<file path="config.mk">
export PLATFORM = sky130hd
export DESIGN_NAME = pc_npc
export DESIGN_NICKNAME = d
export VERILOG_FILES = /design/src/rtl/pc_npc.sv
export SDC_FILE = /design/constraint.sdc
export NUM_CORES = 1
export LEC_CHECK = 0
export ABC_AREA = 1
export CAP_MARGIN = 20
export CELL_PAD_IN_SITES_DETAIL_PLACEMENT = 0
export CELL_PAD_IN_SITES_GLOBAL_PLACEMENT = 1
export CORE_ASPECT_RATIO = 1.1
export CORE_UTILIZATION = 26
export DETAILED_ROUTE_END_ITERATION = 8
export GPL_TIMING_DRIVEN = 1
export PLACE_DENSITY = 0.65
export SYNTH_ARGS = -nofsm -noshare
export SYNTH_HDL_FRONTEND = slang
export SYNTH_SLANG_ARGS = --single-unit
</file>
<file path="constraint.sdc">
create_clock -name clk -period 7.6 [get_ports clk]
set_input_delay 1.14 -clock clk [delete_from_list [all_inputs] [get_ports clk]]
set_output_delay 1.14 -clock clk [all_outputs]
set_load 0.03 [all_outputs]
</file>
<file path="src/rtl/pc_npc.sv">
// Program counter and next-PC unit for the single-cycle MIPS datapath.
// Selects the successor fetch address, checks that it is aligned and inside
// the instruction-memory window, and traps illegal targets into a sticky halt.
module pc_npc #(
    parameter logic [31:0] RESET_PC = 32'h0000_3000,
    parameter int unsigned IM_BYTES = 4096
) (
    input  logic        clk,
    input  logic        reset,
    input  logic        en,
    input  logic [1:0]  npc_op,
    input  logic        cmp_eq,
    input  logic [15:0] imm16,
    input  logic [25:0] imm26,
    input  logic [31:0] rs_val,
    output logic [31:0] pc,
    output logic [31:0] pc_plus4,
    output logic        halt,
    output logic [1:0]  fault,
    output logic [31:0] retire_cnt
);

    localparam logic [1:0] OP_SEQ = 2'b00;
    localparam logic [1:0] OP_BEQ = 2'b01;
    localparam logic [1:0] OP_J   = 2'b10;
    localparam logic [1:0] OP_JR  = 2'b11;

    localparam logic [1:0] FAULT_NONE  = 2'b00;
    localparam logic [1:0] FAULT_ALIGN = 2'b01;
    localparam logic [1:0] FAULT_RANGE = 2'b10;

    localparam logic [0:0] ST_RUN  = 1'b0;
    localparam logic [0:0] ST_HALT = 1'b1;

    // Last legal byte address of the fetch window.
    localparam logic [31:0] WIN_HI = RESET_PC + 32'(IM_BYTES) - 32'd1;

    logic [31:0] pc_q, pc_d;
    logic [31:0] cnt_q, cnt_d;
    logic [1:0]  fault_q, fault_d;
    logic [0:0]  state_q, state_d;

    logic [31:0] seq_pc;
    logic [31:0] br_off;
    logic [31:0] nxt;
    logic        misaligned;
    logic        out_of_window;

    assign seq_pc     = pc_q + 32'd4;
    assign br_off     = {{14{imm16[15]}}, imm16, 2'b00};
    assign pc         = pc_q;
    assign pc_plus4   = seq_pc;
    assign halt       = (state_q == ST_HALT);
    assign fault      = fault_q;
    assign retire_cnt = cnt_q;

    // Successor selection; each field is only looked at by the op that owns it,
    // so unused instruction fields cannot leak into the PC.
    always_comb begin
        nxt = seq_pc;
        case (npc_op)
            OP_SEQ:  nxt = seq_pc;
            OP_BEQ:  nxt = cmp_eq ? (seq_pc + br_off) : seq_pc;
            OP_J:    nxt = {pc_q[31:28], imm26, 2'b00};
            OP_JR:   nxt = rs_val;
            default: nxt = seq_pc;
        endcase
    end

    // Legality of the candidate target; alignment is reported ahead of range.
    always_comb begin
        misaligned    = (nxt[1:0] != 2'b00);
        out_of_window = (nxt < RESET_PC) || (nxt > WIN_HI);
    end

    // RUN/HALT control: advance on legal targets, trap on illegal ones,
    // and freeze everything once halted. Stalls skip the legality check.
    always_comb begin
        pc_d    = pc_q;
        cnt_d   = cnt_q;
        fault_d = fault_q;
        state_d = state_q;
        if (state_q == ST_RUN && en) begin
            if (misaligned) begin
                fault_d = FAULT_ALIGN;
                state_d = ST_HALT;
            end else if (out_of_window) begin
                fault_d = FAULT_RANGE;
                state_d = ST_HALT;
            end else begin
                pc_d  = nxt;
                cnt_d = cnt_q + 32'd1;
            end
        end
    end

    // State registers with synchronous reset back to the window base.
    always_ff @(posedge clk) begin
        if (reset) begin
            pc_q    <= RESET_PC;
            cnt_q   <= 32'd0;
            fault_q <= FAULT_NONE;
            state_q <= ST_RUN;
        end else begin
            pc_q    <= pc_d;
            cnt_q   <= cnt_d;
            fault_q <= fault_d;
            state_q <= state_d;
        end
    end

endmodule

</file>
==> flow_metrics.tcl <==
set metrics [dict create \
    clock_latency_ps 340 \
    yosysTopAreaCell "nand2_1" \
    status "finished with violations" \
    ant_nets 0 \
    first_pass_iters 7 \
    clock_sinks 67 \
    core_um2 29000 \
    worstRegToRegCells 29 \
    synth_area_um2 7740 \
    grt_overflow 0 \
    grt_pass1_wl_um 50100 \
    nets 1709 \
    violations "design-rule violations" \
    place_ws_ps 1850 \
    initial_core_util_pct 26.7 \
    period_minus_slack_ps 5440 \
    nFillCells 3279 \
    yosysWarningCount 0 \
    cp-end-kind "register" \
    synthFlopType "dfxtp_1" \
    dp_hpwl_um 26200 \
    cp_max_fo 45 \
    power.leakage_nw 4.98 \
    cts_buffers 9 \
    min_path_type "reg -> reg" \
    h-tree-depth 3 \
    setup_ws_ps 2160 \
    num_antenna_cells 0 \
    tightest_slew_ps 897 \
    yosysTopAreaCellShare_pct 24.0 \
    avgSynthCellArea_um2 5.36 \
    finalHoldViolCount 0 \
    holdPathStages 2 \
    dieHeight_um 183 \
    start_kind "primary input" \
    r2r-start "pc[2]" \
    max_freq_ghz 0.184 \
    area_delta_synth_final_pct 30.7 \
    grt_setup_unrepaired "no" \
    fin_crit_sh_pct 71.5 \
    pin_count 179 \
    min-delay-start "fault[1]" \
    drtIter0Drc 650 \
    antenna_found_initial 0 \
    rrSetupSlack_ps 2510 \
    grt_pass1_vias 9071 \
    routed_wl_um 32200 \
    p_total_w 0.00102 \
    cts_resized 0 \
    synth_edf_count 0 \
    grt_start_max_net_pins 66 \
    async_flop_share_pct 0 \
    p_per_area_nw_per_um2 101 \
    skew_ps 11.7 \
    synth-seq-cells 67 \
    tns_ps 0 \
    die_area_um2 30500 \
    path_clk_slew_ps 70 \
    rows 65 \
    arrival_ps 5650 \
    seqCellArea_um2 1340 \
    cts_setup_buffers 0 \
    synth_area_leaders "nand2_1 24%, dfxtp_1 17%, inv_1 12%, nand3_1 8.1%, nor2_1 7.2%" \
    die_w_um 167 \
    gp_congestion 0.886 \
    ir_worst_vdd_mv 0.101 \
    grt_util_all_layers_pct 20.9 \
    viasPerCell 4.76 \
    multi_input_area_um2 5150 \
    cts_tree "done" \
    worst-endpoint-required_ps 7810 \
    slew_headroom_pct 40.2 \
    final_max_slew_viol_count 0 \
    clock-root-buffer "clkbuf_16" \
    min_to "fault[1]" \
    synth_cells 1444 \
    path_class "in -> reg" \
    clk_path_buf_depth 2 \
    drive_above_1_share_pct 3.88 \
    routedWlPerCell_um 16.4 \
    vias 9362 \
    io_buffer_count 178 \
    reg2reg_to "pc[2]" \
    synth_nets 1558 \
    synth_cell_types 42 \
    drc 12 \
    hold_buffers 0 \
    maxCapViolations 0 \
    setup-violations-final 0 \
    seq_area_frac_synth_pct 17.3 \
]
[per-layer routing]
layer,track usage [%],wire length [um],vias up
li1,-,-,4869
met1,26.2,14200,4222
met2,37.6,15700,242
met3,3.02,1760,29
met4,5.07,587,0
met5,0,0,-
[cell families (layout without fill, tap and decap cells)]
family                     count (synthesis)  after routing  share of synthesized area [%]
and+or+nand+nor                          903            903                           50.6
DFF                                       67             67                           17.3
AOI/OAI and AO/OA                        112            112                           8.47
buffers and inverters                    312            468                           16.2
xor gates and xnor gates                  16             16                           1.81
adders and majority gates                 34             34                           5.59
[where the power goes]
part / internal [W] / total [W] / switching (W)
Combinational: 0.0000825 / 0.000211 / 0.000128
Sequential: 0.000352 / 0.000353 / 0.000000743
Clock: 0.000289 / 0.000459 / 0.000169
[cell usage after synthesis, types with 2 or more instances]
library cell / n
and2_1: 2
nor3_2: 5
o21bai_1: 5
a21o_1: 3
a21oi_1: 44
o21ai_1: 11
buf_2: 17
clkbuf_1: 11
xor2_1: 15
nor2_1: 148
nand3_2: 2
nor2_2: 10
buf_4: 8
nand2_2: 5
nand2_1: 494
o21ai_0: 25
inv_1: 255
buf_1: 6
nor4_1: 5
buf_6: 3
a22oi_1: 6
nand4_1: 75
dfxtp_1: 67
ha_1: 33
clkinv_1: 3
o211ai_1: 4
nand3b_1: 3
nor3_1: 23
nand3_1: 126
nor2_4: 4
inv_2: 7
a22o_1: 2
a221oi_1: 8
[critical path, stage by stage]
cell and delay [ps]:
clkdlybuf4s50_1 460, buf_4 230, inv_2 210, nor2_1 670
clkinv_1 670, a21oi_1 290, nand2_1 80, a21oi_1 190
nand3_1 100, nor2_1 140, nand3_1 130, nor2_4 90
buf_4 360, nand3_4 470, o21ai_1 310, nor2_1 60
[cell type report]
type / count / area share (%)
clock buffer: 9 / 2.23
timing repair buffer: 187 / 18.3
inverter: 265 / 9.83
multi-input combinational: 1065 / 50.9
tap: 368 / 4.55
clock inverter: 7 / 1.00
sequential: 67 / 13.3
[how the worst max path moves through the flow]
stage | to | cells past startpoint | from
floorplan | pc[10] | 29 | pc[2]
finish | pc[2] | 16 | npc_op[0]
CTS | pc[2] | 16 | npc_op[0]
global placement | retire_cnt[1] | 16 | npc_op[0]
detailed placement | pc[2] | 16 | npc_op[0]
global route | pc[2] | 16 | npc_op[0]
[sequential cells by signal (all words and copies together), names as in the netlist]
name and count:
fault 2, halt 1, pc 32, retire_cnt 32
[per-stage QoR]
stage,cells,hold WS (ps),instance area [um^2],utilization (%)
6_report,1968,466,10100,35.0
4_1_cts,1968,468,10100,35.0
2_1_floorplan,1444,585,7740,-
3_5_place_dp,1952,451,9790,33.8
5_1_grt,1968,516,10100,35.0
3_3_place_gp,1952,457,9790,33.8
[cells in the final DEF, fill, tap and decap left out, types with 4 or more instances in the layout]
cell and count:
xor2_1 15, clkdlybuf4s50_1 178, nand2_2 5, nor2_1 147, o211ai_1 4, a22oi_1 6
nand4_1 75, inv_2 8, nor3_1 23, dfxtp_1 67, o21ai_1 11, inv_1 254
buf_4 9, nand2_1 494, clkbuf_16 9, nand3_1 126, nor3_2 5, a221oi_1 8
nor4_1 5, nor2_2 11, ha_1 33, a21oi_1 44, o21ai_0 25, nor2_4 4
o21bai_1 5
No activity file was read; power rests on OpenSTA's default activity.
==> RTL change 1 (config.mk and constraints unchanged) <==
Register the inputs `en`, `npc_op`, `cmp_eq`, `imm16`, `imm26` and `rs_val` before use. The logic sees them one clock later.
--- a/src/rtl/pc_npc.sv
+++ b/src/rtl/pc_npc.sv
@@ -36,4 +36,20 @@
     localparam logic [31:0] WIN_HI = RESET_PC + 32'(IM_BYTES) - 32'd1;
 
+    logic en_q;
+    logic [1:0] npc_op_q;
+    logic cmp_eq_q;
+    logic [15:0] imm16_q;
+    logic [25:0] imm26_q;
+    logic [31:0] rs_val_q;
+
+    always_ff @(posedge clk) begin
+        en_q     <= en;
+        npc_op_q <= npc_op;
+        cmp_eq_q <= cmp_eq;
+        imm16_q  <= imm16;
+        imm26_q  <= imm26;
+        rs_val_q <= rs_val;
+    end
+
     logic [31:0] pc_q, pc_d;
     logic [31:0] cnt_q, cnt_d;
@@ -48,5 +64,5 @@
 
     assign seq_pc     = pc_q + 32'd4;
-    assign br_off     = {{14{imm16[15]}}, imm16, 2'b00};
+    assign br_off     = {{14{imm16_q[15]}}, imm16_q, 2'b00};
     assign pc         = pc_q;
     assign pc_plus4   = seq_pc;
@@ -59,9 +75,9 @@
     always_comb begin
         nxt = seq_pc;
-        case (npc_op)
+        case (npc_op_q)
             OP_SEQ:  nxt = seq_pc;
-            OP_BEQ:  nxt = cmp_eq ? (seq_pc + br_off) : seq_pc;
-            OP_J:    nxt = {pc_q[31:28], imm26, 2'b00};
-            OP_JR:   nxt = rs_val;
+            OP_BEQ:  nxt = cmp_eq_q ? (seq_pc + br_off) : seq_pc;
+            OP_J:    nxt = {pc_q[31:28], imm26_q, 2'b00};
+            OP_JR:   nxt = rs_val_q;
             default: nxt = seq_pc;
         endcase
@@ -81,5 +97,5 @@
         fault_d = fault_q;
         state_d = state_q;
-        if (state_q == ST_RUN && en) begin
+        if (state_q == ST_RUN && en_q) begin
             if (misaligned) begin
                 fault_d = FAULT_ALIGN;
Behaviour: not the same (Yosys sat finds a counterexample within 4 cycles, from zero or initial values and one cycle with reset high).
==> RTL change 1 against the original RTL <==
First-iteration DRC count increased by 1.4%; highest routed layer unchanged; setup slack gained 0.11 ns; sequential share of layout area rose by 11 points; clock skew is 0.0011 ns lower; synthesized cell count grew 4.8%; worst hold slack better by 0.050 ns; final area up 19%; critical path depth grew 11; sequential cell count is 78 higher; area after synthesis up 20%; critical path type is now reg -> reg; total power increased by 86%; count of clock-buffer cells in the layout grew 8; wire length up 8.9%; largest power group unchanged.
==> RTL change 1: results (changes against the original RTL) <==
| Metric | Value |
|---|---|
| Status | completed |
| Worst-case reg-to-reg path depth | 27 (-6.9%) |
| CTS H-tree lvls | 4 (+1) |
| Peak VDD IR | 0.000151 V (+49%) |
| First-pass GRT wire length | 54100 um (+8.2%) |
| Final Skew | 0.0106 ns (-0.00111 ns) |
| Placed Cells | 2098 (+7.5%) |
| DR WL met3 | 1650 um (-6.3%) |
| Asr flop ratio synth | 0% (unchanged) |
| GRT Total Usage | 19.7% (-1.3 points) |
| Place WS | 2.33 ns (+0.480 ns) |
| Ranking of synthesized cells by area | dfxtp_1 31%, nand2_1 20%, inv_1 10%, nand3_1 6.9%, nor2_1 6.2% |
| Hold path cells | 2 (unchanged) |
| Crit share post-route | 70.1% (-1.4 points) |
| Slowest cell on crit path | nand3_4 |
| Worst setup SP type | register |
| Synth Area per Inst | 6.12 um^2 (+14%) |
| Synth unique cells | 42 (unchanged) |
| Avg Vias per Cell | 4.61 (-3.2%) |
| Vias in the first global route | 9393 (+3.5%) |
| Placed Area | 0.0114 mm^2 (+17%) |
| Actual slew at the worst max-slew pin | 0.933 ns (+0.0367 ns) |
| Final GP Congestion | 0.888 (+0.20%) |
| NumNets Final | 1787 (+4.6%) |
| Initial antenna violation count | 0 (unchanged) |
| Post-CTS setup buffer count | 0 (unchanged) |
| DRT antenna net count | 0 (unchanged) |
| Register area share after synthesis | 31.3% (+14 points) |
| Top Metal Used | met4 |
| Pin count of the biggest net entering global routing | 65 (-1.5%) |
| Post-Syn Nets | 1628 (+4.5%) |
| WL/cell | 16.5 um (+0.59%) |
| Leak Pwr | 5.84 nW (+17%) |
| Synth Flop Type | dfxtp_1 |
| Synth Area in Adders | 4.67% (-0.92 points) |
| DR WL met2 | 15700 um (-0.21%) |
| Hold Crit Class | reg -> reg |
| Xor/xnor share of the synthesized area | 2.05% (+0.24 points) |
| Worst-Skew Late Latency | 0.45 ns (+0.11 ns) |
| Delay-heaviest family, CP | simple AND/OR/NAND/NOR gates |
| Max stage delay on crit path | 0.49 ns (-0.18 ns) |
| Compound-Gate Fraction of Synth Area | 7.08% (-1.4 points) |
| Worst hold start | fault[1] |
| Met1 wire length | 17000 um (+20%) |
| Top post-synthesis cells by count | 496 x nand2_1, 249 x inv_1, 153 x nor2_1 |
| Net Sw Power | 515 uW (+73%) |
| CTS resizes | 0 (unchanged) |
| Post-DP HPWL | 27700 um (+5.4%) |
| Layout cells sized above 1 | 4.63% (+0.75 points) |
| Hold WS | 0.516 ns (+0.0502 ns) |
| Critical Path End | pc[9] |
| Yosys warns | 0 (unchanged) |
| Routed WL | 35100 um (+8.9%) |
| Worst Path Max Fanout | 45 (unchanged) |
| CTS buffer count | 17 (+8) |
| Pre-antenna DRT Iters | 5 (-2) |
| DR iter-0 viols | 659 (+1.4%) |
| Clock-pin slew on the worst setup and hold paths | 0.07 ns (about the same) |
RTL change 1: changes by cell type after synthesis, moves of 4 or more:
cell	delta
nand4_1	-4
clkbuf_1	+10
dfxtp_1	+78
nor2_1	+5
inv_1	-6
o21ai_0	-4
nor3_1	-11
buf_2	-7
RTL change 1: area by class of cell:
class / count / area [um^2]
sequential: 145 / 2900
tap: 444 / 556
clock buffer: 17 / 425
fill: 3882 / 23100
clock inverter: 15 / 198
timing repair buffer: 186 / 1840
multi-input combinational: 1063 / 5160
inverter: 260 / 976
RTL change 1: metal layers:
layer	up-vias	GRT usage [%]
li1	5102	-
met1	4426	26.8
met2	242	31.6
met3	39	3.17
met4	0	6.72
met5	-	0
RTL change 1: power by group through the flow:
stage	Clock, mW	Combinational, mW	Sequential, mW
after global placement	0	0.206	0.813
final	0.906	0.206	0.796
after floorplan	0	0.117	0.809
after global routing	0.968	0.229	0.798
after CTS	0.934	0.206	0.796
after detailed placement	0	0.205	0.813
==> RTL change 2 (same flow settings) <==
Without the edit above. `IM_BYTES`: 4096 -> 2048.
--- a/src/rtl/pc_npc.sv
+++ b/src/rtl/pc_npc.sv
@@ -4,5 +4,5 @@
 module pc_npc #(
     parameter logic [31:0] RESET_PC = 32'h0000_3000,
-    parameter int unsigned IM_BYTES = 4096
+    parameter int unsigned IM_BYTES = 2048
 ) (
     input  logic        clk,
Function: changed (Yosys sat finds a counterexample within 4 cycles, from zero or initial values and one cycle with reset high).
==> RTL change 2 against the original RTL <==
Sequential cell count stayed put; count of clock-buffer cells in the layout stayed put; sequential power hardly changed; fmax is 1.3% higher; final cell count is 1.2% higher; global-route usage is 0.76 points higher; worst hold slack better by 0.049 ns; non-clock buffer count stayed put; final area is 0.49% higher; setup slack better by 0.072 ns; area after synthesis is 0.18% higher; wire length is 3.3% higher; total power is 0.23% lower; largest cell class unchanged.
==> RTL change 2: results (changes against the original RTL) <==
| Metric | Value |
|---|---|
| Status | completed |
| Final Core Density | 35.0% (+0.074 points) |
| Cell Pwr Density | 100 mW/mm^2 (-0.72%) |
| Top Metal Used | met5 |
| Clk power | roughly 460 uW |
| Multi-input gates | 1082 (+1.6%) |
| Initial antenna violation count | 3 (+3) |
| Synth unique cells | 41 (-2.4%) |
| Met3 Usage GRT | 3.32% (+0.30 points) |
| Placed Area | 0.00982 mm^2 (+0.31%) |
| RR Startpoint | pc[2] |
| Placed Cells | 1974 (+1.1%) |
| Layout cells sized above 1 | 2.53% (-1.3 points) |
| Synth Area per Inst | 5.30 um^2 (-1.2%) |
| Worst setup SP type | register |
| Crit path DAT | 5.58 ns (-0.07 ns) |
| Clk cell area share | 3.11% (-0.11 points) |
| Max stage delay on crit path | 0.50 ns (-0.17 ns) |
| DR vias | 9634 (+2.9%) |
| Pre-antenna DRT Iters | 5 (-2) |
| Final Skew | 0.00626 ns (-0.00542 ns) |
| Post-Syn Nets | 1577 (+1.2%) |
| Place WS | 2.09 ns (+0.234 ns) |
| Met1 GRT Util | 27.7% (+1.5 points) |
| Worst Path Max Fanout | 43 (-4.4%) |
| Post-CTS setup buffer count | 0 (unchanged) |
| Net Sw Power | 300 uW (+0.46%) |
| Slew margin rel. | 28.8% (-11 points) |
| First-pass GRT wire length | 51400 um (+2.6%) |
| Inverters | 271 (+2.3%) |
| Leak Pwr | 5.02 nW (+0.76%) |
| Die ar. | 0.0305 mm^2 (+0.18%) |
| Avg Vias per Cell | 4.84 (+1.7%) |
| Top post-synthesis cells by count | 507 x nand2_1, 265 x inv_1, 163 x nor2_1 |
| Pin count of the biggest net entering global routing | 63 (-4.5%) |
| Peak VDD IR | 0.000113 V (+12%) |
| WL/cell | 16.7 um (+2.1%) |
| Delay-heaviest family, CP | simple AND/OR/NAND/NOR gates |
| Vias in the first global route | 9268 (+2.2%) |
| Slowest cell on crit path | xor2_1 |
| Ant. Diodes | 1 (+1) |
| Ranking of synthesized cells by area | nand2_1 25%, dfxtp_1 17%, inv_1 13%, nor2_1 7.9%, nand3_1 7.1% |
| Fill cell count | 3289 (+0.30%) |
| DR iter-0 viols | 619 (-4.8%) |
| DR WL met2 | 15500 um (-1.4%) |
| GRT Total Usage | 21.7% (+0.76 points) |
| CTS H-tree lvls | 3 (unchanged) |
| Seq/total area | 13.2% (-0.065 points) |
| Post-DP HPWL | 27000 um (+2.9%) |
| Final GP Congestion | 0.910 (+2.7%) |
| NumNets Final | 1731 (+1.3%) |
| Area occupied by multi-input gates | 0.00516 mm^2 (+0.29%) |
| DR WL met3 | 1730 um (-2.0%) |
| Register area share after synthesis | 17.3% (-0.031 points) |
| Clock-pin slew on the worst setup and hold paths | 0.05 ns (-0.02 ns) |
| GRT met2 Usage | 37.6% (about the same) |
| Worst hold start | pc[0] |
==> RTL change 2: cell types whose count changed in the layout (fill, tap and decap cells not counted), sizes merged, moves of 3 or more <==
cell,before,now
nand3,129,111
nand2,499,508
nor2,162,171
a21oi,44,51
inv,263,269
nand4,75,80
a22o,2,5
o21ai,37,40
xor2,15,12
==> RTL change 2: cell families (layout without fill, tap and decap cells) <==
group | after synthesis | in the layout | synth area share [%]
flops | 67 | 67 | 17.3
other cells | 0 | 1 | 0
simple gates | 910 | 910 | 50.3
fa+ha+maj | 33 | 33 | 5.42
compound gates | 126 | 126 | 9.42
xor+xnor | 13 | 13 | 1.47
buf+inv | 315 | 473 | 16.1
==> RTL change 2: tightest hold or removal path: stages (launching register included) <==
cell	delay, ns
dfxtp_1	0.34
nand3_1	0.09
inv_1	0.04
==> RTL change 2: final timing paths <==
kind | to | cells past startpoint | slack (ns)
max | pc[5] | 27 | 2.24
min | pc[0] | 2 | 0.51
max reg2reg | pc[5] | 27 | 2.24
min reg2reg | pc[0] | 2 | 0.51
